## src/rtl/dcache_pkg.sv

```systemverilog
// Shared types for the data-cache PLRU replacement logic.
// Holds the PLRU vector type, way index type, reset value and FSM states.
package dcache_pkg;

  localparam int NUM_WAYS = 4;

  typedef logic [2:0] plru_t;
  typedef logic [1:0] way_t;

  localparam plru_t PLRU_RESET = 3'b000;

  typedef enum logic [0:0] {
    IDLE  = 1'b0,
    FLUSH = 1'b1
  } plru_state_e;

endpackage

```

## src/rtl/plru_update.sv

```systemverilog
// Tree-PLRU touch next-state: marks one way most-recently-used.
// Ports: cur (current vector), way (touched way), nxt (updated vector).
module plru_update
  import dcache_pkg::*;
(
  input  plru_t cur,
  input  way_t  way,
  output plru_t nxt
);

  always_comb begin
    nxt = cur;
    unique case (way)
      2'd0: nxt = {cur[2], 1'b1, 1'b1};
      2'd1: nxt = {cur[2], 1'b0, 1'b1};
      2'd2: nxt = {1'b1, cur[1], 1'b0};
      2'd3: nxt = {1'b0, cur[1], 1'b0};
    endcase
  end

endmodule

```

## src/rtl/dcache_plru_ctrl.sv

```systemverilog
// Per-set tree-PLRU storage, touch update, flush sweep and victim select.
// Ports: clk, rst_n; lookup_valid/lookup_set/way_valid request a victim;
// touch_valid/touch_set/touch_way mark a way MRU; flush_req clears all
// sets one per cycle; ready is high in IDLE; victim_valid/victim_way are
// the registered result, one cycle after an accepted lookup.
module dcache_plru_ctrl
  import dcache_pkg::*;
#(
  parameter int NUM_SETS = 16,
  parameter int S_INDEX  = $clog2(NUM_SETS)
) (
  input  logic               clk,
  input  logic               rst_n,
  input  logic               lookup_valid,
  input  logic [S_INDEX-1:0] lookup_set,
  input  logic [3:0]         way_valid,
  input  logic               touch_valid,
  input  logic [S_INDEX-1:0] touch_set,
  input  logic [1:0]         touch_way,
  input  logic               flush_req,
  output logic               ready,
  output logic               victim_valid,
  output logic [1:0]         victim_way
);

  localparam logic [S_INDEX-1:0] LAST_SET = S_INDEX'(NUM_SETS - 1);

  plru_state_e        state;
  logic [S_INDEX-1:0] cnt;
  plru_t              plru_q [NUM_SETS];

  plru_t              touch_nxt;
  plru_t              look_vec;
  logic               touch_go;
  logic               lookup_go;
  logic               flush_go;
  logic               wr_en;
  logic [S_INDEX-1:0] wr_set;
  plru_t              wr_data;

  function automatic way_t pick_victim(plru_t p, logic [3:0] v);
    way_t w;
    if (!v[0])      w = 2'd0;
    else if (!v[1]) w = 2'd1;
    else if (!v[2]) w = 2'd2;
    else if (!v[3]) w = 2'd3;
    else if (p[0])  w = p[2] ? 2'd3 : 2'd2;
    else            w = p[1] ? 2'd1 : 2'd0;
    return w;
  endfunction

  plru_update u_upd (
    .cur (plru_q[touch_set]),
    .way (touch_way),
    .nxt (touch_nxt)
  );

  assign ready     = (state == IDLE);
  assign flush_go  = ready & flush_req;
  assign touch_go  = ready & touch_valid & ~flush_req;
  assign lookup_go = ready & lookup_valid & ~flush_req;

  // A touch to the looked-up set in the same cycle is forwarded.
  assign look_vec = (touch_go && touch_set == lookup_set)
                  ? touch_nxt : plru_q[lookup_set];

  // Single write port shared by the flush sweep and touches.
  always_comb begin
    wr_en   = 1'b0;
    wr_set  = touch_set;
    wr_data = touch_nxt;
    unique case (1'b1)
      (state == FLUSH): begin
        wr_en   = 1'b1;
        wr_set  = cnt;
        wr_data = PLRU_RESET;
      end
      touch_go: wr_en = 1'b1;
      default: ;
    endcase
  end

  always_ff @(posedge clk or negedge rst_n) begin
    if (!rst_n) begin
      for (int i = 0; i < NUM_SETS; i++)
        plru_q[i] <= PLRU_RESET;
    end else if (wr_en) begin
      plru_q[wr_set] <= wr_data;
    end
  end

  always_ff @(posedge clk or negedge rst_n) begin
    if (!rst_n) begin
      state <= IDLE;
      cnt   <= '0;
    end else begin
      unique case (state)
        IDLE: begin
          if (flush_go) begin
            state <= FLUSH;
            cnt   <= '0;
          end
        end
        FLUSH: begin
          cnt <= cnt + S_INDEX'(1);
          if (cnt == LAST_SET)
            state <= IDLE;
        end
        default: state <= IDLE;
      endcase
    end
  end

  always_ff @(posedge clk or negedge rst_n) begin
    if (!rst_n) begin
      victim_valid <= 1'b0;
      victim_way   <= 2'd0;
    end else begin
      victim_valid <= lookup_go;
      if (lookup_go)
        victim_way <= pick_victim(look_vec, way_valid);
    end
  end

endmodule

```

## config.mk

```make
export PLATFORM = sky130hd
export DESIGN_NAME = dcache_plru_ctrl
export DESIGN_NICKNAME = d
export VERILOG_FILES = /design/src/rtl/dcache_pkg.sv /design/src/rtl/plru_update.sv /design/src/rtl/dcache_plru_ctrl.sv
export SDC_FILE = /design/constraint.sdc
export NUM_CORES = 1
export LEC_CHECK = 0
export CAP_MARGIN = 10
export CORE_UTILIZATION = 59
export DETAILED_ROUTE_END_ITERATION = 16
export PLACE_DENSITY = 0.89
export SYNTH_ARGS = -nofsm -noshare
export SYNTH_HDL_FRONTEND = slang
export SYNTH_SLANG_ARGS = --single-unit
```

## constraint.sdc

```tcl
create_clock -name clk -period 2.15 [get_ports clk]
set_input_delay 0.43 -clock clk [delete_from_list [all_inputs] [get_ports clk]]
set_output_delay 0.43 -clock clk [all_outputs]
set_load 0.02 [all_outputs]
```

==> impl_metrics.prom <==
# TYPE chip_impl_metric gauge
chip_impl_metric{name="die_width",unit="um"} 75.80
chip_impl_metric{name="clkLatencyLatePin",unit="ns"} 0.31
chip_impl_metric{name="switching_power",unit="mW"} 1.599
chip_impl_metric{name="design.die.area",unit="sq mm"} 0.005745
chip_impl_metric{name="initial_antenna_violation_count",unit=""} 0
chip_impl_metric{name="grt.overflow.total",unit=""} 0
chip_impl_metric{name="ys.warnings.count",unit=""} 0
chip_impl_metric{name="detailedRoute.firstPassIterationCount",unit=""} 4
chip_impl_metric{name="post_route_cells_drive_above_1_share",unit="%"} 38.80
chip_impl_metric{name="timing.final.max_slew_violations",unit=""} 0
chip_impl_metric{name="comb_power_share",unit="%"} 43.6
chip_impl_metric{name="synth_top_cell_area_share",unit="%"} 43.61
chip_impl_metric{name="report.final.setup_viol",unit=""} 0
chip_impl_metric{name="place_area",unit="sq mm"} 0.003781
chip_impl_metric{name="synth_cell_types",unit=""} 48
chip_impl_metric{name="grt_pass1_wl",unit="mm"} 12.36
chip_impl_metric{name="drt_iter0_markers",unit=""} 203
chip_impl_info{name="clock-root-buffer",value="sky130_fd_sc_hd__clkbuf_8"} 1
chip_impl_metric{name="multi_input_comb_area",unit="sq mm"} 0.001719
chip_impl_metric{name="hold_violations",unit=""} 0
chip_impl_metric{name="initial_core_util",unit="%"} 62.12
chip_impl_info{name="post_synth_main_area_contributors",value="sky130_fd_sc_hd__dfrtp_1, sky130_fd_sc_hd__mux2_2, sky130_fd_sc_hd__mux4_1"} 1
chip_impl_metric{name="first_global_vias",unit=""} 2437
chip_impl_metric{name="postSynth.asyncResetShare",unit="%"} 100.0
chip_impl_metric{name="cts.hold.buffers_added",unit=""} 0
chip_impl_metric{name="ir_worst_vdd",unit="V"} 0.0005913
chip_impl_metric{name="pre_cts_slack",unit="ns"} -0.4907
chip_impl_metric{name="worst-endpoint-required",unit="ns"} 2.34
chip_impl_metric{name="yosysSeqAreaShare",unit="%"} 43.61
chip_impl_info{name="synth_area_leader_cell",value="sky130_fd_sc_hd__dfrtp_1"} 1
chip_impl_metric{name="layout.filler_cells",unit=""} 291
chip_impl_metric{name="drtAntennaViolNets",unit=""} 0
chip_impl_metric{name="remaining_drc_errors",unit=""} 0
chip_impl_info{name="r2r_start",value="plru_q[28]"} 1
chip_impl_metric{name="final_area",unit="sq mm"} 0.003978
chip_impl_metric{name="timing.final.ws_setup",unit="ns"} 0.04136
chip_impl_metric{name="power_switching_share",unit="%"} 37.08
chip_impl_metric{name="wire_length_per_cell_after_detailed_routing",unit="um"} 21.74
chip_impl_metric{name="power.density",unit="mW/mm^2"} 1084
chip_impl_metric{name="gr-usage-all-layers",unit="%"} 30.30
chip_impl_metric{name="synth_edf_count",unit=""} 0
chip_impl_info{name="synth.most_common_cell",value="sky130_fd_sc_hd__dfrtp_1"} 1
chip_impl_metric{name="cp_max_fo",unit=""} 16
chip_impl_metric{name="max-slew-margin-rel",unit="%"} 26.10
chip_impl_metric{name="ys_ff_latch",unit=""} 56
chip_impl_info{name="worst_setup_ep_type",value="register"} 1
chip_impl_metric{name="post_synth.cell_area_avg",unit="sq um"} 12.50
chip_impl_metric{name="power.share.sequential",unit="%"} 42.9
chip_impl_metric{name="die_height",unit="um"} 75.80
chip_impl_metric{name="min_period_over_period",unit="%"} 98.08
chip_impl_info{name="synth-main-ff-cell",value="sky130_fd_sc_hd__dfrtp_1"} 1
chip_impl_metric{name="clock_power_share",unit="%"} 13.6
chip_impl_metric{name="postSynthNetCount",unit=""} 277
chip_impl_metric{name="path_clk_slew",unit="ns"} 0.11
chip_impl_metric{name="netlist_instances",unit=""} 257
chip_impl_metric{name="cts-buffers-inserted",unit=""} 5
chip_impl_metric{name="nNetsFinal",unit=""} 336
chip_impl_metric{name="antenna_cells_inserted",unit=""} 0
chip_impl_metric{name="static-leakage-power",unit="nW"} 1.922
chip_impl_info{name="hold_path.class",value="input pin to asynchronous set/reset pin"} 1
chip_impl_metric{name="std_cell_rows",unit=""} 26
chip_impl_info{name="cp-start-kind",value="input pin"} 1
chip_impl_metric{name="final_core_utilization",unit="%"} 76.90
chip_impl_metric{name="area.growth.synth_to_final",unit="%"} 23.79
chip_impl_metric{name="wl",unit="mm"} 8.412
chip_impl_metric{name="cp.arrival",unit="ns"} 2.30
chip_impl_metric{name="cellInternalPower",unit="mW"} 2.713
chip_impl_metric{name="htreeDepth",unit=""} 2
chip_impl_info{name="crit_path_start",value="touch_set[0]"} 1
chip_impl_info{name="worstSetupPathType",value="input pin to register"} 1
chip_impl_metric{name="setup_total_negative_slack",unit="ns"} 0
chip_impl_metric{name="grt_max_degree",unit=""} 36
chip_impl_metric{name="layout.area.seq",unit="sq mm"} 0.001401
chip_impl_metric{name="top_ports",unit=""} 23
chip_impl_metric{name="core-area",unit="sq mm"} 0.005172
chip_impl_info{name="post_synth_most_frequent_cells",value="sky130_fd_sc_hd__dfrtp_1, sky130_fd_sc_hd__mux2_2, sky130_fd_sc_hd__nand2_1"} 1
chip_impl_metric{name="via_count",unit=""} 2534
chip_impl_metric{name="period_needed",unit="ns"} 2.109
chip_impl_metric{name="finClkSkew",unit="ns"} 0.01485
chip_impl_metric{name="cts-root-to-sink-buffers",unit=""} 2
chip_impl_metric{name="placement.io_buffers",unit=""} 22
chip_impl_info{name="status",value="finished, final reports clean"} 1
chip_impl_metric{name="synthesis.area",unit="sq mm"} 0.003213
chip_impl_metric{name="gp_congestion",unit=""} 0.8846
chip_impl_metric{name="via_per_inst",unit=""} 6.548
chip_impl_metric{name="worst_slew_pin_slew",unit="ns"} 1.104
chip_impl_metric{name="clock_sinks",unit=""} 56
chip_impl_metric{name="achievable-frequency",unit="MHz"} 474.2
chip_impl_metric{name="max-cap-violations",unit=""} 0
chip_impl_metric{name="detailed_place_hpwl",unit="mm"} 5.813
chip_impl_info{name="tritoncts",value="done"} 1
[state kept, by name, summed over array words and instances (netlist names)]
name	flops
victim_way	2
state	1
cnt	4
plru_q	48
victim_valid	1
[power by group through the flow]
stage	clock network [mW]	logic (mW)	registers (mW)
6_report	0.584	1.88	1.85
4_1_cts	0.584	1.83	1.82
3_3_place_gp	0	1.71	1.80
2_1_floorplan	0	1.27	1.67
3_5_place_dp	0	1.78	1.83
5_1_grt	0.627	2.02	1.89
[cell type report]
class	count	area share [%]
repair buffers	67	16.73
clock inverters	2	0.4089
clock buffers	6	1.824
multi-input cells	182	43.22
well taps	70	2.202
inverters	4	0.3775
flip-flops and latches	56	35.23
[through the flow]
step	power, mW	hold slack (ns)	cells
CTS	4.232	0.09354	385
floorplan	2.944	0.1344	257
detailed placement	3.611	0.4373	375
global route	4.535	0.1181	387
finish	4.312	0.08104	387
global placement	3.507	0.4308	375
[worst max-delay path, cell delays in order]
cell,delay (ns)
sky130_fd_sc_hd__dlygate4sd2_1,0.32
sky130_fd_sc_hd__mux4_2,0.56
sky130_fd_sc_hd__o211ai_1,0.21
sky130_fd_sc_hd__o31a_1,0.21
sky130_fd_sc_hd__a21oi_1,0.12
sky130_fd_sc_hd__buf_12,0.17
sky130_fd_sc_hd__mux2_2,0.28
[logic make-up (layout without fill, tap and decap cells)]
group / Yosys count / in the layout / synth area share [%]
xor+xnor: 6 / 6 / 1.636
flops: 56 / 56 / 43.61
simple gates: 61 / 61 / 9.191
fa+ha+maj: 1 / 1 / 0.3893
mux: 82 / 82 / 34.38
buf+inv: 19 / 79 / 3.738
compound gates: 32 / 32 / 7.048
[cell usage in the layout (no fill, tap or decap), types with 2 or more instances in the layout]
master / instances
sky130_fd_sc_hd__dfrtp_1: 56
sky130_fd_sc_hd__mux2_2: 51
sky130_fd_sc_hd__buf_4: 36
sky130_fd_sc_hd__nand2_1: 19
sky130_fd_sc_hd__mux2i_1: 15
sky130_fd_sc_hd__clkdlybuf4s50_1: 15
sky130_fd_sc_hd__nor2_1: 14
sky130_fd_sc_hd__mux4_1: 9
sky130_fd_sc_hd__nand3_1: 8
sky130_fd_sc_hd__mux4_2: 5
sky130_fd_sc_hd__a21oi_1: 5
sky130_fd_sc_hd__clkbuf_8: 5
sky130_fd_sc_hd__buf_12: 5
sky130_fd_sc_hd__o22ai_1: 4
sky130_fd_sc_hd__inv_1: 3
sky130_fd_sc_hd__and3_1: 3
sky130_fd_sc_hd__a22oi_1: 3
sky130_fd_sc_hd__a211oi_1: 3
sky130_fd_sc_hd__xor2_1: 3
sky130_fd_sc_hd__xnor2_1: 3
sky130_fd_sc_hd__dlymetal6s2s_1: 3
sky130_fd_sc_hd__nor2_2: 2
sky130_fd_sc_hd__nand2b_1: 2
sky130_fd_sc_hd__nor3_1: 2
sky130_fd_sc_hd__mux2i_2: 2
sky130_fd_sc_hd__o31ai_1: 2
sky130_fd_sc_hd__nor2b_1: 2
sky130_fd_sc_hd__dlygate4sd2_1: 2
sky130_fd_sc_hd__buf_2: 2
sky130_fd_sc_hd__buf_6: 2
[metal layers]
metal,GRT usage (%),wire length [um]
met3,6.614,634
met5,0,0
met4,11.52,257
met2,48.77,4042
met1,40.38,3477
[worst paths after layout]
path | to | slack [ns] | cells after the start
min in group clk | victim_way[1] | 0.49 | 1
worst min register to register | victim_way[1] | 0.49 | 1
worst min-delay path | state | 0.08 | 1
max in group asynchronous | plru_q[3] | 1.50 | 2
worst max register to register | plru_q[7] | 0.13 | 6
worst max-delay path | plru_q[7] | 0.04 | 7
[what timing repair did]
item | in CTS | in global routing
gates cloned | 1 | 1
resized for setup | 15 | 8
endpoints found under the setup margin | 37 | 44
setup buffers | 1 | 1
pin swaps | 0 | 1
(Power assumes the default switching activity.)
